[src/rtl/piso_serializer_tx.sv]
// piso_serializer_tx: parallel-in/serial-out transmitter for the bit-serial link.
// Accepts a WIDTH-bit word on a valid/ready handshake and emits it one bit per
// enabled clock on SOUT/SVALID/SFRAME, optionally followed by an even-parity bit.
module piso_serializer_tx #(
  parameter int WIDTH     = 8,  // data word width, 2..32
  parameter int MSB_FIRST = 1,  // 1: DIN[WIDTH-1] leaves first, 0: DIN[0] leaves first
  parameter int PARITY    = 0   // 1: append one even-parity bit after the data bits
) (
  input  logic             CK,
  input  logic             CDN,
  input  logic             SP,
  input  logic             SR,
  input  logic [WIDTH-1:0] DIN,
  input  logic             DVALID,
  output logic             DREADY,
  output logic             SOUT,
  output logic             SVALID,
  output logic             SFRAME,
  output logic             BUSY
);

  // Frame length in bits and the counter values that matter inside a frame.
  localparam int L  = WIDTH + ((PARITY != 0) ? 1 : 0);
  localparam int CW = $clog2(L);
  localparam logic [CW-1:0] LAST_BIT  = CW'(L - 1);
  localparam logic [CW-1:0] LAST_DATA = CW'(WIDTH - 1);

  typedef enum logic {
    IDLE  = 1'b0,
    SHIFT = 1'b1
  } state_t;

  state_t           state;
  logic [WIDTH-1:0] sr;          // data bits not yet presented move toward the output end
  logic [CW-1:0]    cnt;         // index of the bit currently on SOUT
  logic             par;         // even parity of the word being sent
  logic [WIDTH-1:0] sr_shifted;
  logic             first_bit;
  logic             next_bit;
  logic             at_last;
  logic             transfer;

  // Handshake decode, status and next-bit selection.
  // NOTE: every signal written in an always_comb gets an unconditional assignment,
  // so no path leaves it holding its old value (which would infer a latch).
  always_comb begin
    at_last    = (state == SHIFT) && (cnt == LAST_BIT);
    DREADY     = (state == IDLE) || at_last;
    BUSY       = (state == SHIFT);
    transfer   = DVALID && DREADY && SP;
    sr_shifted = (MSB_FIRST != 0) ? (sr << 1) : (sr >> 1);
    first_bit  = (MSB_FIRST != 0) ? DIN[WIDTH-1] : DIN[0];
    next_bit   = (MSB_FIRST != 0) ? sr_shifted[WIDTH-1] : sr_shifted[0];
    // After the last data bit the trailer bit replaces the shifted data.
    if ((PARITY != 0) && (cnt == LAST_DATA)) begin
      next_bit = par;
    end
  end

  // Frame sequencer: load on transfer, shift while enabled, clear at frame end.
  // NOTE: clocked state uses non-blocking assignments so every flop samples the
  // pre-edge values, independent of statement order.
  always_ff @(posedge CK or negedge CDN) begin
    if (!CDN) begin
      // NOTE: the shift register is reset as well, so a reset leaves no stale
      // word that could be observed in simulation or scan.
      state  <= IDLE;
      sr     <= '0;
      cnt    <= '0;
      par    <= 1'b0;
      SOUT   <= 1'b0;
      SVALID <= 1'b0;
      SFRAME <= 1'b0;
    end else if (SR) begin
      // Synchronous clear wins over everything, including a pending transfer.
      state  <= IDLE;
      sr     <= '0;
      cnt    <= '0;
      par    <= 1'b0;
      SOUT   <= 1'b0;
      SVALID <= 1'b0;
      SFRAME <= 1'b0;
    end else if (SP) begin
      if (transfer) begin
        // New word: from IDLE or directly after the last bit of the previous frame.
        state  <= SHIFT;
        sr     <= DIN;
        cnt    <= '0;
        par    <= ^DIN;
        SOUT   <= first_bit;
        SVALID <= 1'b1;
        SFRAME <= 1'b1;
      end else if (state == SHIFT) begin
        if (at_last) begin
          state  <= IDLE;
          SOUT   <= 1'b0;
          SVALID <= 1'b0;
          SFRAME <= 1'b0;
        end else begin
          sr     <= sr_shifted;
          cnt    <= cnt + CW'(1);
          SOUT   <= next_bit;
          SFRAME <= 1'b0;
        end
      end
    end
  end

endmodule

[config.mk]
export PLATFORM = sky130hd
export DESIGN_NAME = piso_serializer_tx
export DESIGN_NICKNAME = d
export VERILOG_FILES = /design/src/rtl/piso_serializer_tx.sv
export SDC_FILE = /design/constraint.sdc
export NUM_CORES = 1
export LEC_CHECK = 0
export CORE_MARGIN = 2
export CORE_UTILIZATION = 48
export CTS_CLUSTER_DIAMETER = 120
export DETAILED_ROUTE_END_ITERATION = 10
export PLACE_DENSITY = 0.75
export RECOVER_POWER = 25
export SLEW_MARGIN = 20
export SYNTH_ARGS = -nofsm -noshare
export SYNTH_HDL_FRONTEND = slang
export SYNTH_SLANG_ARGS = --single-unit
[constraint.sdc]
create_clock -name CK -period 1.8 [get_ports CK]
set_input_delay 0.45 -clock CK [delete_from_list [all_inputs] [get_ports CK]]
set_output_delay 0.45 -clock CK [all_outputs]
set_load 0.02 [all_outputs]
---- Word level (Yosys, flattened, before mapping) ----
Cells that the tools add are included.
cells by class
  add/subtract/negate cells ............... 1
  $mul .................................... 0
  divide/modulo/power cells ............... 0
  magnitude comparators ................... 0
  equality and inequality tests ........... 2
  shifts and indexed selects .............. 0
  multiplexer cells ....................... 29
  bitwise gates (word level) .............. 1
  reduce and logical (&&, ||, !) cells .... 10
operators by type and width
  kind                 number
  $mux 7               5
  $mux 1               19
  $mux 3               5
  $reduce_and 3->1     2
  $reduce_bool 3->1    2
  $add 3x1->3 const B  1
  $eq 3x3->1 const B   1
  $logic_and 1x1->1    3
  $ne 3x2->1 const B   1
  $reduce_and 2->1     1
  $reduce_bool 2->1    1
  $logic_or 1x1->1     1
  $not 1->1            1
storage, ports and cells
  flip-flop bits (word level) ............. 14
  latch bits .............................. 0
  memory bits (writable) .................. 0
  ROM bits ................................ 0
  input bits .............................. 13
  logic and storage cells ................. 49
  memories ................................ 0

---- Depth between registers and ports, before layout ----
Gate-level depths: netlist of the first run.
  depth in word-level cells ............... 8
  mapped depth ............................ 6

---- Worst setup path after synthesis of the first run ----
OpenSTA, ideal clock, no wires.
  path kind ............................... reg-to-reg
  from .................................... reg cnt[0]
  to ...................................... reg sr[2]
  arrival time ............................ 1.552 ns
  required time ........................... 1.717 ns
  path slack .............................. 0.165 ns
  cell stages (with the launch flop) ...... 7
  clock period less this slack ............ 1.635 ns
  cell sequence ........................... dfrtp_1 ha_1 ha_1 and2b_4 inv_6 mux2_4 o22ai_1
between the ends
  longest elaborated chain between the ends .. 8
  elaborated cells between the ends (all ways) .. 11
RTL lines
  element                            line  text
  start, declared                    35    logic [CW-1:0] cnt;
  start signal, assigned             101   cnt <= cnt + CW'(1);
  $eq 3x3->1 *                       47    at_last = (state == SHIFT) && (cnt == LAST_BIT);
  $logic_and 1x1->1 *                47
  $logic_or 1x1->1 *                 48    DREADY = (state == IDLE) || at_last;
  named net DREADY                   15    output logic DREADY,
  $logic_and 1x1->1 * (2 in series)  50    transfer = DVALID && DREADY && SP;
  $mux 7                             84    if (transfer) begin
  $mux 7                             83    end else if (SP) begin
  $mux 7                             74    end else if (SR) begin
  end signal, assigned               100   sr <= sr_shifted;
  end, declared                      34    logic [WIDTH-1:0] sr;
The timed path passes the listed nets; every way through them passes the cells marked *. The select of a mux whose other input is x is not followed.
A chain may end at the register's enable or synchronous reset.

---- Final worst setup path of the first run ----
  from .................................... reg cnt[1]
  to ...................................... out DREADY
between the ends
  longest elaborated chain between the ends .. 3
RTL lines
  element            line
  $eq 3x3->1         47
  $logic_and 1x1->1  47
  $logic_or 1x1->1   48
  end, declared      15
No other way between the ends.

==> run summary, run 1 <==
CTS Buf Count: 3
Post-Route WL: 1780 um
Netlist cell types: 30
Met1 Use GR: 0.253
Critical Path RT: 1.35 ns
Slew Viols, Final: 0
Global-route usage over all layers: 0.209
Fillers: 125
CP Capture Type: output port
Max_cap viols: 0
Antenna Nets Post-Route: 0
Drt wl/cell: 13.9 um
Worst r2r src: cnt[1]
Pin count of the biggest net entering global routing: 15
Worst-path fanout max: 2
Synth area leaders: dfrtp_1 (45%), mux2_4 (9.6%), o22ai_1 (4.8%)
First-pass GRT wire length: 2980 um
Global route overflow: 0
Row count: 14
Post-Syn Area: 786 um2
Antenna violations before repair: 0
Status: complete, but fails checks
Async set-reset flop share out of synthesis: 1.00
Area after DPL: 0.00107 mm2
Clock network power share: 0.306
Setup Skew: 0.00672 ns
Clock Pin Slew Worst Setup and Hold Paths: 0.09 ns
Core Area: 0.00152 mm2
P_int: 549 uW
Max Clock Freq: 530 MHz
Crit path kind: register to output port
Post-synth top area cell: dfrtp_1
Syn Inst Count: 80
Vias: 706
Hold crit path type: register to register
Synth Area per Inst: 9.82 um2
Hold_sp: sr[1]
Die area: 0.00198 mm2
Yosys top cell area share: 0.446
Register area share after synthesis: 0.446
Post-detailed-route DRC marker count: 0
Crit path time final: 1.89 ns
Initial Utilization: 0.516
Grt peak-use layer: met2
Clock Path Buffers: 2
Design area: 0.00113 mm2
Placed cell count: 124
Port bufs: 17
Die height: 44.5 um
WP data arrival: 1.44 ns
Root Buffer: clkbuf_4
Synthesized Nets: 95
Post-layout worst setup margin: -0.0853 ns
Synth-to-Final Area Change: 44.4%
Post-synth top flop: dfrtp_1
Fin nets: 128
Violated checks: setup timing
Fin Hold WS: 0.550 ns
Number of global-route vias before repair: 686
Worst-Margin Slew: 0.765 ns
Worst Setup SP: cnt[1]
Post-synthesis register bit count: 14
Clk sink count: 14
Gpl congestion: 0.799
Number of flops mapped to enable cells by yosys: 0
Vias per cell: 5.52
Power Total: 743 uW
Post-place setup slack: -0.218 ns
DIE WIDTH: 44.5 um
Final Hold Viols: 0
Skew-Pair Late Insertion Delay: 0.28 ns
Comb pwr share: 0.239
Switching share of power: 0.260
CTS tree: yes
Sequential share of power: 0.455
Boundary Pins: 18
Hpwl dp: 1260 um
Leak: 0.505 nW
Diode count: 0
Sw power: 193 uW
Crit share post-route: 1.05
GR Layer Usage met3: 0.0490
Max IR drop VDD: 0.000449 V
Slew Limit Headroom: 0.490
Power density over cell area: 655 mW/mm2
DR iter-0 viols: 19
Met2 usage: 0.368
Post-route insts no fill: 128
Ys Warns: 0
RSZ-0062 raised after global routing: true
TritonRoute pass-1 iters: 4
Htree depth: 1
Share of cells above drive strength 1: 0.286
Setup-failing EPs final: 1
Crit start category: register
critical path, cell delays in order, from the launching register on:
cell	delay, ns
dfrtp_1	0.39
ha_2	0.20
ha_4	0.15
and2b_4	0.27
inv_6	0.03
buf_6	0.12
cell families (layout without fill, tap and decap cells):
family,Yosys count,in the layout,synth area share
adder cells (fa/ha/maj),2,2,0.0318
AO/OA/AOI/OAI,22,22,0.188
AND/OR/NAND/NOR,25,25,0.172
multiplexers,5,5,0.0955
buffers and inverters,12,44,0.0669
flip-flops,14,14,0.446
layout by cell type, fill, tap and decap left out, types with 3 or more instances in the layout:
cell type and n:
buf_4 14, clkbuf_4 3, clkdlybuf4s50_1 14, dfrtp_1 14, inv_1 7, mux2_4 5
nand2_1 8, nand2b_1 3, nor2_1 5, o21ai_0 3, o22ai_1 4
registers in the layout (all words and copies together), names as in the netlist:
register  cells
cnt           3
sr            7
SVALID        1
BUSY          1
SFRAME        1
SOUT          1
cells in the mapped netlist, types with 2 or more instances:
library cell / instances
nand4b_1: 2
nor2_1: 5
a31oi_1: 2
nand2b_1: 3
o21a_1: 2
nor2b_1: 2
nand2_1: 8
inv_1: 7
ha_1: 2
dfrtp_1: 14
o21ai_0: 4
mux2_4: 5
o22ai_1: 6
clkbuf_1: 2
layout make-up:
cell class / count / area, um2 / share of cell area
clock buffers: 4 / 36.3 / 0.0320
inverters: 8 / 35.0 / 0.0309
multi-input cells: 54 / 414 / 0.365
flip-flops and latches: 14 / 350 / 0.309
well taps: 16 / 20.0 / 0.0176
repair buffers: 32 / 279 / 0.246
per-layer routing:
metal / vias up / wire length, um
met3: 2 / 70
met4: 0 / 13
met1: 342 / 810
li1: 349 / -
met2: 13 / 884
met5: - / 0
metrics by stage:
step | TNS, ns | util
after floorplan | 0 | -
after global placement | -0.204 | 0.703
after detailed placement | -0.218 | 0.703
after CTS | -0.0855 | 0.730
after global routing | -0.131 | 0.745
final | -0.0853 | 0.745
power groups by stage:
stage / clock network, mW / registers, mW / logic (mW)
after floorplan: 0 / 0.352 / 0.0764
after CTS: 0.233 / 0.338 / 0.174
final: 0.228 / 0.338 / 0.177
after global routing: 0.251 / 0.340 / 0.192
after global placement: 0 / 0.344 / 0.171
after detailed placement: 0 / 0.345 / 0.173
final timing paths:
kind                           to  slack, ns  depth (start not counted)
max                        DREADY      -0.09                          5
min                         sr[1]       0.55                          2
max reg2reg                cnt[0]       0.08                          7
min reg2reg                 sr[1]       0.55                          2
max in group asynchronous  cnt[1]       0.58                          2
min in group asynchronous   sr[2]       0.74                          2
timing repair:
action                                  4_1_cts  5_1_grt
buffers inserted                              0        0
pin swaps                                     1        0
gates resized for setup                       9        5
hold buffers                                  0        0
endpoints found under the setup margin        2        4
cloned                                        0        0
No activity file was read; power rests on OpenSTA's default activity.
==> run 2: changes to the inputs <==
- SKIP_LAST_GASP: not set -> 1
==> run 2 against run 1 <==
Net effect:
- the flow still finishes with violations (setup timing)
- die area unchanged
- routed wire length about the same
- power is essentially flat
- critical path depth stayed put
- register-to-register slack barely moved
- critical endpoint unchanged
- largest cell class unchanged
- highest routed layer unchanged
==> run summary, run 2 (synthesis results as in run 1) <==
Core Area: 0.00152 mm2 (unchanged)
Hold buffers post-CTS: 0 (unchanged)
Post-place setup slack: -0.218 ns (unchanged)
Clock network power share: 0.307 (about the same)
Power Total: 743 uW (about the same)
Max_cap viols: 0 (unchanged)
Setup-failing EPs final: 1 (unchanged)
Biggest regs: sr (7), cnt (3)
Violated checks: setup timing
Initial Utilization: 0.516 (unchanged)
Crit share post-route: 1.05 (+0.00369)
CP max stage delay: 0.39 ns (about the same)
Fin Hold WS: 0.550 ns (+0.0000640 ns)
Crit start category: register
Switching share of power: 0.261 (about the same)
P_int: 549 uW (about the same)
Antenna violations before repair: 0 (unchanged)
Post-layout worst setup margin: -0.0919 ns (-0.00663 ns)
Vias: 706 (unchanged)
Die area: 0.00198 mm2 (unchanged)
Sequential share of power: 0.455 (about the same)
Drt wl/cell: 13.9 um (about the same)
Clock Pin Slew Worst Setup and Hold Paths: 0.09 ns (about the same)
CTS tree: yes
CP Capture Type: output port
Most common cell on crit path: ha_2
Power density over cell area: 661 mW/mm2 (+0.91%)
Clock Path Buffers: 2 (unchanged)
Port bufs: 17 (unchanged)
Worst r2r src: cnt[1]
Setup Skew: 0.00707 ns (+0.000350 ns)
Clk sink count: 14 (unchanged)
Number of global-route vias before repair: 686 (unchanged)
Most frequent cells in the layout: dfrtp_1 (14), clkdlybuf4s50_1 (14), buf_4 (14)
Row count: 14 (unchanged)
Crit path buffers/inverters: 2 (unchanged)
Gpl congestion: 0.799 (unchanged)
Min-Delay Path Depth: 2 (unchanged)
Comb pwr share: 0.238 (about the same)
WP data arrival: 1.44 ns (about the same)
FF-to-FF End: cnt[0]
Global route overflow: 0 (unchanged)
Top reg by flops: sr
DR iter-0 viols: 19 (unchanged)
Sw power: 194 uW (about the same)
Skew-Pair Late Insertion Delay: 0.28 ns (about the same)
Crit-path cells: ha_2 > ha_2 > and2b_4 > inv_6 > buf_6
Global-route usage over all layers: 0.209 (unchanged)
Hold_sp: sr[1]
Post-CTS Setup Bufs: 0 (unchanged)
Htree depth: 1 (unchanged)
Post-detailed-route DRC marker count: 0 (unchanged)
CP max-delay cell: dfrtp_1
First-pass GRT wire length: 2980 um (unchanged)
Critical Path RT: 1.35 ns (about the same)
Post-route insts no fill: 128 (unchanged)
Antenna Nets Post-Route: 0 (unchanged)
Max IR drop VDD: 0.000449 V (about the same)
Post-Route WL: 1780 um (about the same)
CTS Buf Count: 3 (unchanged)
Synth-to-Final Area Change: 43.2%
Pin count of the biggest net entering global routing: 15 (unchanged)
Die height: 44.5 um (unchanged)
Setup TNS: -0.0919 ns (-0.00663 ns)
Reg2reg setup slack: 0.07 ns (about the same)
Placed cell count: 124 (unchanged)
CP delay by family, top: flip-flops
Reg2Reg Depth: 7 (unchanged)
RSZ-0062 raised after global routing: true
Max Clock Freq: 529 MHz (-0.35%)
Leak: 0.505 nW (about the same)
TritonRoute pass-1 iters: 4 (unchanged)
Worst-path fanout max: 2 (unchanged)
Hold crit path type: register to register
Vias per cell: 5.52 (unchanged)
Hpwl dp: 1260 um (unchanged)
Slew Limit Headroom: 0.490 (unchanged)
Crit path time final: 1.89 ns (+0.00663 ns)
Boundary Pins: 18 (unchanged)
Fin nets: 128 (unchanged)
Max reg flops: 7 (unchanged)
Root Buffer: clkbuf_4
Slew Viols, Final: 0 (unchanged)
Worst-Margin Slew: 0.765 ns (unchanged)
Share of cells above drive strength 1: 0.286 (unchanged)
Hold Path End: sr[1]
DIE WIDTH: 44.5 um (unchanged)
Status: complete, but fails checks
Crit path kind: register to output port
Diode count: 0 (unchanged)
Final Hold Viols: 0 (unchanged)
## run 2: cell types whose count changed in the layout (fill, tap and decap cells not counted)
cell,previous run,this run
ha_2,1,2
ha_4,1,0
## run 2: worst min-delay path, stage by stage (launching register included)
cell and delay, ns:
dfrtp_1 0.37, inv_1 0.07, o22ai_1 0.08
## run 2: worst max path at each step
stage	cells past startpoint	start	end
after global routing	5	cnt[1]	DREADY
after detailed placement	5	cnt[0]	DREADY
after global placement	5	cnt[0]	DREADY
after CTS	5	cnt[1]	DREADY
final	5	cnt[1]	DREADY
after floorplan	6	cnt[0]	sr[2]
## run 2: cell type report
| type | instances | area (um2) |
|---|---|---|
| multi-input cells | 54 | 404 |
| fillers | 127 | 399 |
| flip-flops and latches | 14 | 350 |
| repair buffers | 32 | 279 |
| clock buffers | 4 | 36.3 |
| inverters | 8 | 35.0 |
| well taps | 16 | 20.0 |
## run 2: power groups by stage
stage | Clock, mW | Sequential (mW) | Combinational, mW
6_report | 0.228 | 0.338 | 0.177
3_3_place_gp | 0 | 0.344 | 0.171
2_1_floorplan | 0 | 0.352 | 0.0764
4_1_cts | 0.233 | 0.338 | 0.174
3_5_place_dp | 0 | 0.345 | 0.173
5_1_grt | 0.251 | 0.340 | 0.192
## run 2: metrics by stage
step           utilization  area, um2
2_1_floorplan            -        786
4_1_cts              0.730       1110
5_1_grt              0.738       1120
3_3_place_gp         0.703       1070
6_report             0.738       1120
3_5_place_dp         0.703       1070
## run 2: routing by layer
layer	track usage	up-vias	wire length, um
met3	0.0490	2	70
met1	0.253	342	819
li1	-	349	-
met5	0	-	0
met2	0.368	13	874
met4	0.0545	0	13
## run 2: timing repair
| item | CTS | global route |
|---|---|---|
| pin swaps | 1 | 0 |
| resized for setup | 9 | 4 |
| endpoints found under the setup margin | 2 | 4 |
